<file path="src/rtl/hwag_pkg.sv">
// -----------------------------------------------------------------------------
// hwag_pkg
// Shared definitions for the crank-wheel synchronisation controller:
// the FSM state encoding, default WIDTH/TEETH values and the fill depth
// (number of edges collected before gap searching may start).
// -----------------------------------------------------------------------------
package hwag_pkg;

    localparam int HWAG_WIDTH_DEF  = 24;
    localparam int HWAG_TEETH_DEF  = 58;
    localparam int HWAG_FILL_DEPTH = 3;

    typedef enum logic [1:0] {
        ST_IDLE   = 2'd0,
        ST_FILL   = 2'd1,
        ST_SEARCH = 2'd2,
        ST_SYNCED = 2'd3
    } hwag_state_e;

endpackage

</file>
<file path="src/rtl/period_normal.sv">
// -----------------------------------------------------------------------------
// period_normal
// Plausibility check of a tooth period against the two previous captures.
// A period is normal when the new period and both history periods are above
// the minimum, and at least one of new/cap0 is below the maximum (so a gap,
// which is about twice a tooth, is tolerated next to a regular tooth).
// Ports:
//   i_new   - period measured in the current edge cycle
//   i_cap0  - most recent stored capture
//   i_cap1  - capture before i_cap0
//   i_min   - minimum valid period (exclusive)
//   i_max   - maximum valid period (exclusive)
//   o_normal- 1 when the period sequence is plausible
// -----------------------------------------------------------------------------
module period_normal #(
    parameter int WIDTH = 24
) (
    input  logic [WIDTH-1:0] i_new,
    input  logic [WIDTH-1:0] i_cap0,
    input  logic [WIDTH-1:0] i_cap1,
    input  logic [WIDTH-1:0] i_min,
    input  logic [WIDTH-1:0] i_max,
    output logic             o_normal
);

    assign o_normal = (i_new > i_min) && (i_cap0 > i_min) && (i_cap1 > i_min) &&
                      ((i_new < i_max) || (i_cap0 < i_max));

endmodule

</file>
<file path="src/rtl/hwag_sync_ctrl.sv">
// -----------------------------------------------------------------------------
// hwag_sync_ctrl
// Crank-wheel synchroniser for a TEETH+gap trigger wheel. Measures tooth
// periods with a saturating timer, keeps three captures, detects the gap
// (period >= 2x previous) and tracks the tooth index once synchronised.
// Optional macro HWAG_GAP_VERIFY_EN: strict gap checking, a gap is only
// accepted after tooth TEETH-1 and a misplaced/missing gap drops to SEARCH.
// Ports:
//   clk, rst  - clock, synchronous active-high reset
//   en_i      - enable; 0 forces IDLE and clears the status outputs
//   edge_i    - one-cycle pulse per tooth edge
//   min_i     - minimum valid tooth period (clocks)
//   max_i     - maximum valid tooth period, also the edge timeout
//   synced_o  - high while synchronised
//   tooth_o   - current tooth index 0..TEETH-1
//   gap_o     - one-cycle pulse on an accepted gap
//   err_o     - one-cycle pulse on any fault
//   period_o  - most recent capture
// -----------------------------------------------------------------------------
module hwag_sync_ctrl
    import hwag_pkg::*;
#(
    parameter int WIDTH = HWAG_WIDTH_DEF,
    parameter int TEETH = HWAG_TEETH_DEF
) (
    input  logic             clk,
    input  logic             rst,
    input  logic             en_i,
    input  logic             edge_i,
    input  logic [WIDTH-1:0] min_i,
    input  logic [WIDTH-1:0] max_i,
    output logic             synced_o,
    output logic [5:0]       tooth_o,
    output logic             gap_o,
    output logic             err_o,
    output logic [WIDTH-1:0] period_o
);

    localparam logic [5:0] LAST_TOOTH = 6'(TEETH - 1);
    localparam logic [1:0] FILL_LAST  = 2'(HWAG_FILL_DEPTH - 1);

    hwag_state_e      r_state;
    hwag_state_e      w_state_nxt;
    logic [WIDTH-1:0] r_timer;
    logic [WIDTH-1:0] r_cap0;
    logic [WIDTH-1:0] r_cap1;
    logic [WIDTH-1:0] r_cap2;
    logic [1:0]       r_fill;
    logic [1:0]       w_fill_nxt;
    logic             r_to_done;
    logic             r_synced;
    logic [5:0]       r_tooth;
    logic             r_gap;
    logic             r_err;
    logic             w_synced_nxt;
    logic [5:0]       w_tooth_nxt;
    logic             w_gap_nxt;
    logic             w_err_nxt;
    logic             w_normal;
    logic             w_gap;
    logic             w_timeout;
    logic             w_unused_cap2;

    // cap2 is kept as capture history only; no decision consumes it.
    assign w_unused_cap2 = ^r_cap2;

    period_normal #(.WIDTH(WIDTH)) u_period_normal (
        .i_new    (r_timer),
        .i_cap0   (r_cap0),
        .i_cap1   (r_cap1),
        .i_min    (min_i),
        .i_max    (max_i),
        .o_normal (w_normal)
    );

    // Gap compare at WIDTH+1 bits so doubling cap0 cannot overflow.
    assign w_gap = {1'b0, r_timer} >= {r_cap0, 1'b0};

    // Timeout fires once per silent stretch; r_to_done blocks repeats until the next edge.
    assign w_timeout = (r_state != ST_IDLE) && !edge_i && (r_timer >= max_i) && !r_to_done;

    // Period timer, capture history and timeout latch; all held while disabled.
    always_ff @(posedge clk) begin
        if (rst) begin
            r_timer   <= {WIDTH{1'b0}};
            r_cap0    <= {WIDTH{1'b0}};
            r_cap1    <= {WIDTH{1'b0}};
            r_cap2    <= {WIDTH{1'b0}};
            r_to_done <= 1'b0;
        end else if (!en_i) begin
            r_to_done <= 1'b0;
        end else if (edge_i) begin
            r_timer   <= {WIDTH{1'b0}};
            r_cap0    <= r_timer;
            r_cap1    <= r_cap0;
            r_cap2    <= r_cap1;
            r_to_done <= 1'b0;
        end else begin
            if (r_timer != {WIDTH{1'b1}}) begin
                r_timer <= r_timer + {{(WIDTH-1){1'b0}}, 1'b1};
            end
            if (w_timeout) begin
                r_to_done <= 1'b1;
            end
        end
    end

    // FSM state, fill counter and registered outputs.
    always_ff @(posedge clk) begin
        if (rst) begin
            r_state  <= ST_IDLE;
            r_fill   <= 2'd0;
            r_synced <= 1'b0;
            r_tooth  <= 6'd0;
            r_gap    <= 1'b0;
            r_err    <= 1'b0;
        end else begin
            r_state  <= w_state_nxt;
            r_fill   <= w_fill_nxt;
            r_synced <= w_synced_nxt;
            r_tooth  <= w_tooth_nxt;
            r_gap    <= w_gap_nxt;
            r_err    <= w_err_nxt;
        end
    end

    // Next-state and fill-count decision.
    always_comb begin
        w_state_nxt = r_state;
        w_fill_nxt  = r_fill;
        if (!en_i) begin
            w_state_nxt = ST_IDLE;
            w_fill_nxt  = 2'd0;
        end else begin
            case (r_state)
                ST_IDLE: begin
                    w_state_nxt = ST_FILL;
                    w_fill_nxt  = 2'd0;
                end
                ST_FILL: begin
                    if (edge_i) begin
                        if (r_fill == FILL_LAST) begin
                            w_state_nxt = ST_SEARCH;
                            w_fill_nxt  = 2'd0;
                        end else begin
                            w_fill_nxt  = r_fill + 2'd1;
                        end
                    end else if (w_timeout) begin
                        w_fill_nxt = 2'd0;
                    end else begin
                        w_fill_nxt = r_fill;
                    end
                end
                ST_SEARCH: begin
                    if (edge_i) begin
                        if (!w_normal) begin
                            w_state_nxt = ST_FILL;
                            w_fill_nxt  = 2'd0;
                        end else if (w_gap) begin
                            w_state_nxt = ST_SYNCED;
                        end else begin
                            w_state_nxt = ST_SEARCH;
                        end
                    end else if (w_timeout) begin
                        w_state_nxt = ST_FILL;
                        w_fill_nxt  = 2'd0;
                    end else begin
                        w_state_nxt = ST_SEARCH;
                    end
                end
                ST_SYNCED: begin
                    if (edge_i) begin
                        if (!w_normal) begin
                            w_state_nxt = ST_FILL;
                            w_fill_nxt  = 2'd0;
`ifdef HWAG_GAP_VERIFY_EN
                        end else if (w_gap != (r_tooth == LAST_TOOTH)) begin
                            w_state_nxt = ST_SEARCH;
`endif
                        end else begin
                            w_state_nxt = ST_SYNCED;
                        end
                    end else if (w_timeout) begin
                        w_state_nxt = ST_FILL;
                        w_fill_nxt  = 2'd0;
                    end else begin
                        w_state_nxt = ST_SYNCED;
                    end
                end
                default: begin
                    w_state_nxt = ST_IDLE;
                    w_fill_nxt  = 2'd0;
                end
            endcase
        end
    end

    // Next values of the status outputs.
    always_comb begin
        w_synced_nxt = (w_state_nxt == ST_SYNCED);
        w_tooth_nxt  = r_tooth;
        w_gap_nxt    = 1'b0;
        w_err_nxt    = 1'b0;
        if (!en_i) begin
            w_tooth_nxt = 6'd0;
        end else begin
            case (r_state)
                ST_SEARCH, ST_SYNCED: begin
                    if (edge_i) begin
                        if (!w_normal) begin
                            w_err_nxt   = 1'b1;
                            w_tooth_nxt = 6'd0;
                        end else if (r_state == ST_SEARCH) begin
                            if (w_gap) begin
                                w_tooth_nxt = 6'd0;
                                w_gap_nxt   = 1'b1;
                            end else begin
                                w_tooth_nxt = r_tooth;
                            end
`ifdef HWAG_GAP_VERIFY_EN
                        end else if (w_gap && (r_tooth == LAST_TOOTH)) begin
                            w_tooth_nxt = 6'd0;
                            w_gap_nxt   = 1'b1;
                        end else if (w_gap || (r_tooth == LAST_TOOTH)) begin
                            w_err_nxt   = 1'b1;
                            w_tooth_nxt = 6'd0;
`else
                        end else if (w_gap) begin
                            w_tooth_nxt = 6'd0;
                            w_gap_nxt   = 1'b1;
                        end else if (r_tooth == LAST_TOOTH) begin
                            w_tooth_nxt = 6'd0;
`endif
                        end else begin
                            w_tooth_nxt = r_tooth + 6'd1;
                        end
                    end else if (w_timeout) begin
                        w_err_nxt   = 1'b1;
                        w_tooth_nxt = 6'd0;
                    end else begin
                        w_tooth_nxt = r_tooth;
                    end
                end
                ST_FILL: begin
                    w_tooth_nxt = 6'd0;
                    w_err_nxt   = w_timeout;
                end
                default: begin
                    w_tooth_nxt = 6'd0;
                end
            endcase
        end
    end

    assign synced_o = r_synced;
    assign tooth_o  = r_tooth;
    assign gap_o    = r_gap;
    assign err_o    = r_err;
    assign period_o = r_cap0;

endmodule

</file>
<file path="config.mk">
export PLATFORM = sky130hd
export DESIGN_NAME = hwag_sync_ctrl
export DESIGN_NICKNAME = d
export VERILOG_FILES = /design/src/rtl/hwag_pkg.sv /design/src/rtl/period_normal.sv /design/src/rtl/hwag_sync_ctrl.sv
export SDC_FILE = /design/constraint.sdc
export NUM_CORES = 1
export LEC_CHECK = 0
export CAP_MARGIN = 10
export CORE_ASPECT_RATIO = 0.9
export CORE_MARGIN = 2
export CORE_UTILIZATION = 60
export CTS_CLUSTER_SIZE = 40
export DETAILED_ROUTE_END_ITERATION = 10
export HOLD_SLACK_MARGIN = 0.06
export PLACE_DENSITY = 0.85
export SLEW_MARGIN = 10
export SYNTH_ARGS = -nofsm -noshare
export SYNTH_HDL_FRONTEND = slang
export SYNTH_HIERARCHICAL = 1
export SYNTH_SLANG_ARGS = --single-unit
</file>
<file path="constraint.sdc">
create_clock -name clk -period 8.1 [get_ports clk]
set_input_delay 1.62 -clock clk [delete_from_list [all_inputs] [get_ports clk]]
set_output_delay 1.62 -clock clk [all_outputs]
set_load 0.02 [all_outputs]
</file>
==> metrics.txt <==
status finished, final reports clean; xor and xnor fraction of the mapped netlist area 0.02744; Worst path most repeated cell nor4_2; Most used DFF post-synth dfxtp_1; Synth Area in Compound Gates 0.1785; CTS sink count 86; Critical path buffers and inverters 2; core area 11980 µm²; cells on worst reg2reg path 11; share of layout cells above drive strength 1 0.03685; fmax 209.0 MHz; gr ovfl total 0; hold_ws 0.4594 ns; placed cell count 1148; Root Buffer Master clkbuf_16; clock latency on the worst-skew pair 0.36 ns; mux contribution to synthesized area 0.002727; crit-path max cell delay 0.67 ns; Worst Hold Depth 2; vias in the first global route 6557; Synth Net Count 1143; number of synthesized flops with an enable pin 0; die area 13140 µm²; Final Cycle Share 0.5907; cts bufs inserted 9; critical path's top delay family simple AND/OR/NAND/NOR gates; Total Wirelength 19.20 mm; Reg2Reg Setup Slack 4.68 ns; Post-DP HPWL 14.51 mm; Mapped Avg Cell Area 7.953 µm²; Synth Area in Simple Gates 0.2050; initial antenna violation count 0; crit end category register; skew final 0.007844 ns; DRT antenna net count 0; fin util 0.7206; largest net degree at the start of global routing 52; number of port buffers 84; CP required 8.38 ns; CTS tree built; via/cell ratio 5.851; Slew Viols, Final 0; FP Rows 38; Synth Warn # 6; r2r endpoint tooth_o[4]$_SDFFE_PP0P_; pwr/cell area 116.0 nW/µm²; CP Cell Sequence clkdlybuf4s50_1 > inv_1 > ha_1 > nand4_2 > nor4_2 > nand4_1 > o211ai_1 > o311ai_1 > nor4_2 > nand2_1 > nor4_1 > o21ai_2 > o22ai_1; number of I/O pins 85; first-pass GRT wire length 31.08 mm; CP arrival 5.07 ns; clk buf depth 2; placer congestion estimate 0.9544; Residual DRC 0; DIE HEIGHT 108.9 µm; Critical Path Slowest Stage Cell nor4_2; Crit Path Class primary input to register; setup total negative slack 0 ns; hold crit path type register to register; R2R Path Start period_o[23]$_SDFFE_PP0P_; n_diodes 0; Yosys reg bits 86; Final min period 4.785 ns; Reg clk slew, reported paths 0.07 ns; Slew HR 0.3246; main combinational cell family by area after synthesis adder cells; GR Util All Layers 0.2983; routed len/inst 16.49 µm; post-cts resize count 0; CP max FO 6; Max Cap Viol 0; hold path startpoint r_cap1[5]$_SDFFE_PP0P_; maximum vdd drop 111.1 µV; drt pass-1 iters 5; postcts setup bufs 0; H-tree lvl count 3; setup violators final 0; Tot Pwr 1.001 mW; RSZ-0062 raised after global routing false; worst-margin pin slew 1.013 ns; Vias 6811; Post-Layout Cell Count 1164; hold_buf cts 0; Syn Std Cell Area 7341 µm²; width of the die 120.6 µm; Synth-to-Final Area Change 17.61%; Post-Syn Instances 923; initial core utilization 0.6127; DRT iter0 DRCs 507; post-synthesis sequential area ratio 0.2345; Hold Fails Final Rpt 0; Synth async-reset ratio 0; Startpoint Class primary input; adder-cell share of the synthesized area 0.2863; LEAKAGE 3.959 nW; hold endpoint r_cap1[5]$_SDFFE_PP0P_; Final nets 1219; Yosys cell types 65
-- placed cells by master (no fill, tap or decap), drive strengths merged, types with 3 or more instances in the layout --
master         synthesis  layout
clkbuf                17      11
nand2                142     142
buf                    4       3
o311ai                 3       3
a211oi                 5       5
nand4b                 3       3
and4                   7       7
nor4                   7       7
clkdlybuf4s50          0      83
a21oi                114     114
nor3                  11      11
o41ai                  4       4
o22ai                  6       6
nand3                 28      28
a221oi                 4       4
o21ai                 28      28
a31oi                  4       4
xnor2                  7       7
nand4                 29      29
nand2b                10      10
dfxtp                 86      86
nor2                  40      40
o211ai                 9       9
inv                  106     107
and2                   4       4
a21o                  16      16
xor2                  16      16
ha                   168     168
nor2b                  8       8
and3                   7       7
-- kinds of logic after synthesis --
| logic type | Yosys count |
|---|---|
| and+or+nand+nor | 304 |
| AOI/OAI and AO/OA | 213 |
| adders and majority gates | 168 |
| buffers and inverters | 127 |
| DFF | 86 |
| xor gates and xnor gates | 23 |
| muxes | 2 |
-- cell type report --
class                      instances  area, µm²
fill                             942       3348
inverter                         106      397.9
clock inverter                     5      81.33
multi-input combinational        710       5139
tap                              160      200.2
clock buffer                      11      242.7
sequential                        86       1722
timing repair buffer              86      850.8
-- report_power, final --
group	leakage, nW	internal, mW	switching (mW)
logic	3.11	0.0500	0.0657
registers	0.693	0.424	0.00298
clock network	0.156	0.279	0.179
-- layer usage --
layer  routed length (µm)  up-vias  GRT usage
met3                 1213       43    0.05701
li1                     -     3417          -
met5                    0        -          0
met4                  473        0     0.1038
met1                 8563     3128     0.3706
met2                 8949      223     0.5186
-- through the flow --
step / instance area, µm² / setup slack, ns
global placement: 8309 / 3.144
floorplan: 7341 / 4.124
detailed placement: 8309 / 3.044
global route: 8633 / 3.203
finish: 8633 / 3.315
CTS: 8633 / 3.404
-- synthesized netlist by cell type, types with 3 or more instances --
cell type  count  area, µm²
nand4_1       27      168.9
a221oi_1       4      35.03
a21o_1        16      120.1
o22ai_1        6      37.54
xnor2_1        7      61.31
nor4_2         3      37.54
a31oi_1        4      25.02
a21oi_1      114      570.6
nand2_1      142      533.0
and3_1         7      43.79
nor4_1         4      25.02
o21ai_0       21      105.1
a211oi_1       5      37.54
nor3_1        10      50.05
ha_1         168       2102
nand2b_1       9      56.30
dfxtp_1       86       1722
o21ai_1        6      30.03
nand3_1       27      135.1
xor2_1        16      140.1
nor2_1        39      146.4
clkbuf_1      17      63.81
o211ai_1       8      60.06
inv_1        106      397.9
buf_1          3      11.26
nor2b_1        8      50.05
and4_1         6      52.55
-- how the worst max path moves through the flow --
stage | startpoint | to | slack (ns) | cells past startpoint
4_1_cts | min_i[23] | tooth_o[4]$_SDFFE_PP0P_ | 3.40 | 13
5_1_grt | min_i[23] | tooth_o[3]$_SDFFE_PP0P_ | 3.20 | 13
3_3_place_gp | min_i[23] | tooth_o[4]$_SDFFE_PP0P_ | 3.14 | 13
6_report | min_i[23] | tooth_o[4]$_SDFFE_PP0P_ | 3.32 | 13
3_5_place_dp | min_i[23] | tooth_o[5]$_SDFFE_PP0P_ | 3.04 | 13
2_1_floorplan | min_i[23] | tooth_o[1]$_SDFFE_PP0P_ | 4.12 | 12
-- tightest hold or removal path: cells and delay by family, from the launching register on --
kind / cells / cell delay [ns]
compound gates: 1 / 0.05
flops: 1 / 0.31
simple gates: 1 / 0.05
-- state kept, by name, summed over array words and instances (netlist names) --
name / count
period_o: 24
r_cap1: 24
r_timer: 24
tooth_o: 6
r_fill: 2
r_state: 2
err_o: 1
gap_o: 1
r_to_done: 1
synced_o: 1
Power figures use the tool's default switching activity.
